<file path="config.mk">
export PLATFORM = sky130hd
export DESIGN_NAME = dut_slave_regfile
export DESIGN_NICKNAME = d
export VERILOG_FILES = /design/src/rtl/dut_slave_regfile.sv
export SDC_FILE = /design/constraint.sdc
export NUM_CORES = 1
export LEC_CHECK = 0
export BUFFER_PORTS_ARGS = -buffer_cell sky130_fd_sc_hd__buf_4
export CORE_MARGIN = 1
export CORE_UTILIZATION = 37
export CTS_BUF_LIST = sky130_fd_sc_hd__clkbuf_8
export DETAILED_ROUTE_END_ITERATION = 10
export SYNTH_ARGS = -nofsm -noshare
export SYNTH_HDL_FRONTEND = slang
export SYNTH_SLANG_ARGS = --single-unit
</file>
<file path="constraint.sdc">
create_clock -name clk -period 2.9 [get_ports clk]
set_clock_uncertainty 0.2 [all_clocks]
set_input_delay 0.145 -clock clk [delete_from_list [all_inputs] [get_ports clk]]
set_output_delay 0.145 -clock clk [all_outputs]
set_load 0.005 [all_outputs]
</file>
<file path="src/rtl/dut_slave_regfile.sv">
// dut_slave_regfile: slave-side responder for the cmd/adr/data bus.
// Decodes 4-bit commands against a 16 x 4-bit register file:
//   0 NOP, 1 WRITE, 2 READ (registered result, latency 1), 3 INC (4-bit wrap),
//   4 CLEAR (16-cycle sweep to RESET_VAL, busy high meanwhile), 5..15 illegal.
// Illegal commands, and any non-NOP command arriving during a sweep, pulse err
// and bump the saturating err_cnt.
// Optional build macro DUT_SLAVE_CMD_STATS_EN adds the cmd_seen sticky bitmap
// and the hit_cnt count of accepted commands.
module dut_slave_regfile #(
  parameter int          CNT_W     = 8,
  parameter logic [3:0]  RESET_VAL = 4'h0
) (
  input  logic             clk,
  input  logic             rst_n,
  input  logic [3:0]       cmd,
  input  logic [3:0]       adr,
  input  logic [3:0]       data,
  output logic [3:0]       rdata,
  output logic             rvalid,
  output logic             busy,
  output logic             err,
  output logic [CNT_W-1:0] err_cnt
`ifdef DUT_SLAVE_CMD_STATS_EN
  ,
  output logic [15:0]      cmd_seen,
  output logic [CNT_W-1:0] hit_cnt
`endif
);

  typedef enum logic [3:0] {
    CMD_NOP   = 4'd0,
    CMD_WRITE = 4'd1,
    CMD_READ  = 4'd2,
    CMD_INC   = 4'd3,
    CMD_CLEAR = 4'd4
  } cmd_e;

  typedef enum logic {
    IDLE,
    SWEEP
  } state_e;

  localparam logic [CNT_W-1:0] CNT_MAX = '1;

  state_e     state_q;
  state_e     state_d;
  logic [3:0] ptr_q;
  logic [3:0] mem [16];

  logic do_write;
  logic do_read;
  logic do_inc;
  logic do_clear;
  logic flag_err;

  // State register.
  // NOTE: every clocked block uses non-blocking (<=) assignments so all
  // registers update together from values held before the edge.
  always_ff @(posedge clk or negedge rst_n) begin
    if (!rst_n) state_q <= IDLE;
    else        state_q <= state_d;
  end

  // Next-state logic: CLEAR starts a sweep, clearing entry 15 ends it.
  always_comb begin
    state_d = state_q;
    case (state_q)
      IDLE:    if (do_clear) state_d = SWEEP;
      SWEEP:   if (ptr_q == 4'hF) state_d = IDLE;
      default: state_d = IDLE;
    endcase
  end

  // Output/decode logic: what the sampled command does this cycle.
  // NOTE: every signal gets a default before the case so no path leaves
  // it unassigned, which would otherwise infer a latch.
  always_comb begin
    do_write = 1'b0;
    do_read  = 1'b0;
    do_inc   = 1'b0;
    do_clear = 1'b0;
    flag_err = 1'b0;
    busy     = (state_q == SWEEP);
    if (state_q == IDLE) begin
      // An X on cmd matches no item and falls into the illegal branch.
      case (cmd)
        CMD_NOP:   ;
        CMD_WRITE: do_write = 1'b1;
        CMD_READ:  do_read  = 1'b1;
        CMD_INC:   do_inc   = 1'b1;
        CMD_CLEAR: do_clear = 1'b1;
        default:   flag_err = 1'b1;
      endcase
    end else begin
      // Everything but NOP is dropped while the sweep runs, CLEAR included.
      case (cmd)
        CMD_NOP: ;
        default: flag_err = 1'b1;
      endcase
    end
  end

  // Sweep pointer: walks 0..15 during SWEEP and wraps back to 0 at the end.
  always_ff @(posedge clk or negedge rst_n) begin
    if (!rst_n)                 ptr_q <= 4'd0;
    else if (state_q == SWEEP)  ptr_q <= ptr_q + 4'd1;
    else if (do_clear)          ptr_q <= 4'd0;
  end

  // Register file: sweep clear, write, or increment.
  // NOTE: the array is built from flops and every entry is reset here, since
  // reset (including one that aborts a sweep) must leave all 16 at RESET_VAL.
  always_ff @(posedge clk or negedge rst_n) begin
    if (!rst_n) begin
      for (int i = 0; i < 16; i++) mem[i] <= RESET_VAL;
    end else if (state_q == SWEEP) begin
      mem[ptr_q] <= RESET_VAL;
    end else if (do_write) begin
      mem[adr] <= data;
    end else if (do_inc) begin
      mem[adr] <= mem[adr] + 4'd1;
    end
  end

  // Read port: captures the entry as held before this edge's update.
  always_ff @(posedge clk or negedge rst_n) begin
    if (!rst_n) begin
      rdata  <= 4'd0;
      rvalid <= 1'b0;
    end else begin
      rvalid <= do_read;
      if (do_read) rdata <= mem[adr];
    end
  end

  // Error pulse and saturating error counter, updated on the same edge.
  always_ff @(posedge clk or negedge rst_n) begin
    if (!rst_n) begin
      err     <= 1'b0;
      err_cnt <= '0;
    end else begin
      err <= flag_err;
      if (flag_err && (err_cnt != CNT_MAX)) err_cnt <= err_cnt + 1'b1;
    end
  end

`ifdef DUT_SLAVE_CMD_STATS_EN
  // Command statistics: sticky bitmap of every code seen and a saturating
  // count of commands that actually took effect.
  always_ff @(posedge clk or negedge rst_n) begin
    if (!rst_n) begin
      cmd_seen <= '0;
      hit_cnt  <= '0;
    end else begin
      for (int k = 0; k < 16; k++) begin
        if (cmd == 4'(k)) cmd_seen[k] <= 1'b1;
      end
      if ((do_write || do_read || do_inc || do_clear) && (hit_cnt != CNT_MAX))
        hit_cnt <= hit_cnt + 1'b1;
    end
  end
`endif

endmodule

</file>
==> metrics.yaml <==
die:
  io_pins: 29
  coreArea_um2: 10500
  die_height_um: 107
  die_w_um: 107
  num_rows: 37
  start_util: 0.387
  dieArea_um2: 11400
clock_network:
  root_buffer: "clkbuf_8"
  cts_resized: 0
  path_clk_slew_ns: 0.08
  clk-insertion-delay-late_ns: 0.38
  cts_tree: "built"
  cts.sink_count: 83
  cts_buffers: 9
  htree_num_levels: 3
  clk_path_buf_depth: 2
yosys:
  synth.area.mux_share: 0.127
  synth_fa_ha_area_frac: 0.0210
  synth_edf_count: 0
  synth_cell_type_count: 40
  ys.flop_type: "dfrtp_1"
  syn-instance-count: 363
  yosysWarnings: 0
  synth_compound_area_frac: 0.110
  synthArstFlopShare: 1.00
  synth_xor_area_frac: 0.0217
  seq_area_frac_synth: 0.513
  yosys.area_share.simple: 0.180
  syn_area_um2: 4050
  synthesis.nets: 383
  synth_area_per_cell_um2: 11.1
  synth_seq_cells: 83
  synth_top_family_by_area: "simple AND/OR/NAND/NOR gates"
sta:
  tightest_slew_ns: 1.05
  rsz0062_at_grt: "false"
  hold_violations: 0
  setup_violations: 0
  setup_tns_ns: 0
  slew_headroom: 0.299
  period_needed_ns: 2.61
  worst_slack_ns: 0.294
  fin_crit_sh: 0.899
  max_freq_mhz: 384
  maxSlewViolCount: 0
worst_setup_path:
  crit_type: "reg -> reg"
  critPathArrivalTime_ns: 2.66
  crit_path_end_kind: "flop"
  crit_path_start_kind: "flop"
  cp.required_ns: 2.95
  crit_fanout: 16
global_routing:
  grt_max_degree: 84
  overflow: 0
  grt_pass1_vias: 3021
  grt_antenna_before_repair: 0
  grt_first_pass_wirelength_mm: 15.9
  grt.total_usage: 0.190
cells_and_area:
  final_common_cell: "dfrtp_1"
  fin_cells: 541
  final_cell_mix: "83 x dfrtp_1, 68 x nand3_1, 53 x o21ai_0"
  drive_gt1_frac: 0.188
  insertedDiodeCount: 0
  fin_nets: 420
  area_growth_pct: 15.6
routing:
  drt-met1-wl_mm: 4.28
  drt_iter0_drc: 171
  drc_errors: 0
  viasPerCell: 5.52
  wl_per_cell_um: 18.1
  ant_nets: 0
  highest_layer: "met4"
  met2_length_mm: 4.75
  wl_met3_um: 462
  num_vias: 2985
  drt_pass1_iterations: 4
  routed_wl_mm: 9.80
status:
  status: "complete, no violations"
place:
  dp_hpwl_mm: 6.74
  dpl_worst_slack_ns: 0.0717
  dpl.cell_count: 520
  io_buffer_count: 28
  gp_congestion: 0.819
power_and_ir_drop:
  vdd.ir_drop.worst_mv: 0.433
  p_leak_nw: 2.05
  power.density_nw_per_um2: 701
hold_path:
  hold_class: "in -> reg"
run:
  timing.max_cap.violations: 0
cell families (layout without fill, tap and decap cells):
| logic type | Yosys count | after routing |
|---|---|---|
| xor+xnor | 10 | 10 |
| simple gates | 145 | 145 |
| mux | 25 | 25 |
| compound gates | 74 | 74 |
| flops | 83 | 83 |
| buf+inv | 19 | 61 |
| fa+ha+maj | 7 | 7 |
synthesized netlist by cell type (6+ instances only):
master / instances / area, µm²
xnor2_1: 8 / 70.1
nor3b_1: 6 / 45.0
nand2_1: 42 / 158
mux4_1: 12 / 315
clkbuf_1: 7 / 26.3
dfrtp_1: 83 / 2080
o21ai_0: 53 / 265
nand3_1: 68 / 340
ha_1: 6 / 75.1
o21ai_2: 10 / 87.6
inv_1: 6 / 22.5
nor2_1: 6 / 22.5
path summary, 6_finish.rpt:
kind	from	to	slack, ns	cells after the start
worst min-delay path	data[2]	mem[50]	0.08	4
worst min register to register	err_cnt[6]	err_cnt[6]	0.30	1
max in group asynchronous	rst_n	mem[0]	1.52	2
min in group asynchronous	rst_n	mem[36]	0.27	2
worst max-delay path	mem[57]	mem[6]	0.29	9
worst max register to register	mem[57]	mem[6]	0.29	9
power by group:
part	internal (mW)	total, mW	switching [mW]
combinational	0.372	0.836	0.465
clock	0.508	0.952	0.444
sequential	1.32	1.49	0.169
total	2.20	3.28	1.08
metrics by stage:
stage,hold slack [ns],util,total power [mW],cell area [µm²]
6_report,0.0795,0.447,3.28,4680
4_1_cts,0.0746,0.447,3.31,4680
3_3_place_gp,0.175,0.420,2.33,4400
3_5_place_dp,0.181,0.420,2.35,4400
2_1_floorplan,-0.351,-,1.97,4050
5_1_grt,0.0904,0.447,3.47,4680
layout make-up:
type | count | area (µm²)
Tap cell | 136 | 170
Sequential cell | 83 | 2080
Fill cell | 1002 | 5790
Timing Repair Buffer | 39 | 318
Clock buffer | 10 | 138
Multi-Input combinational cell | 261 | 1860
Clock inverter | 6 | 88.8
Inverter | 6 | 22.5
state kept, by name, summed over array words and instances, names as in the netlist:
signal,cells
rdata,4
busy,1
mem,64
err_cnt,8
rvalid,1
err,1
ptr_q,4
what timing repair did:
item | in CTS | in global routing
setup endpoints to repair | 0 | 0
hold buffers | 5 | 0
endpoints found under the hold margin | 85 | 0
setup buffers | 0 | 0
metal layers:
| metal | GRT usage | vias to the layer above |
|---|---|---|
| li1 | - | 1418 |
| met1 | 0.242 | 1467 |
| met2 | 0.306 | 77 |
| met3 | 0.0460 | 23 |
| met4 | 0.0890 | 0 |
| met5 | 0 | - |
critical path, stage by stage, from the launching register on:
cell and delay (ns):
dfrtp_1 0.38, mux4_1 0.56, a22oi_1 0.20, and3_1 0.26, inv_1 0.09, ha_1 0.19, xnor2_1 0.13, mux2i_1 0.13
buf_4 0.22, o21ai_0 0.12
Power figures use the tool's default switching activity.
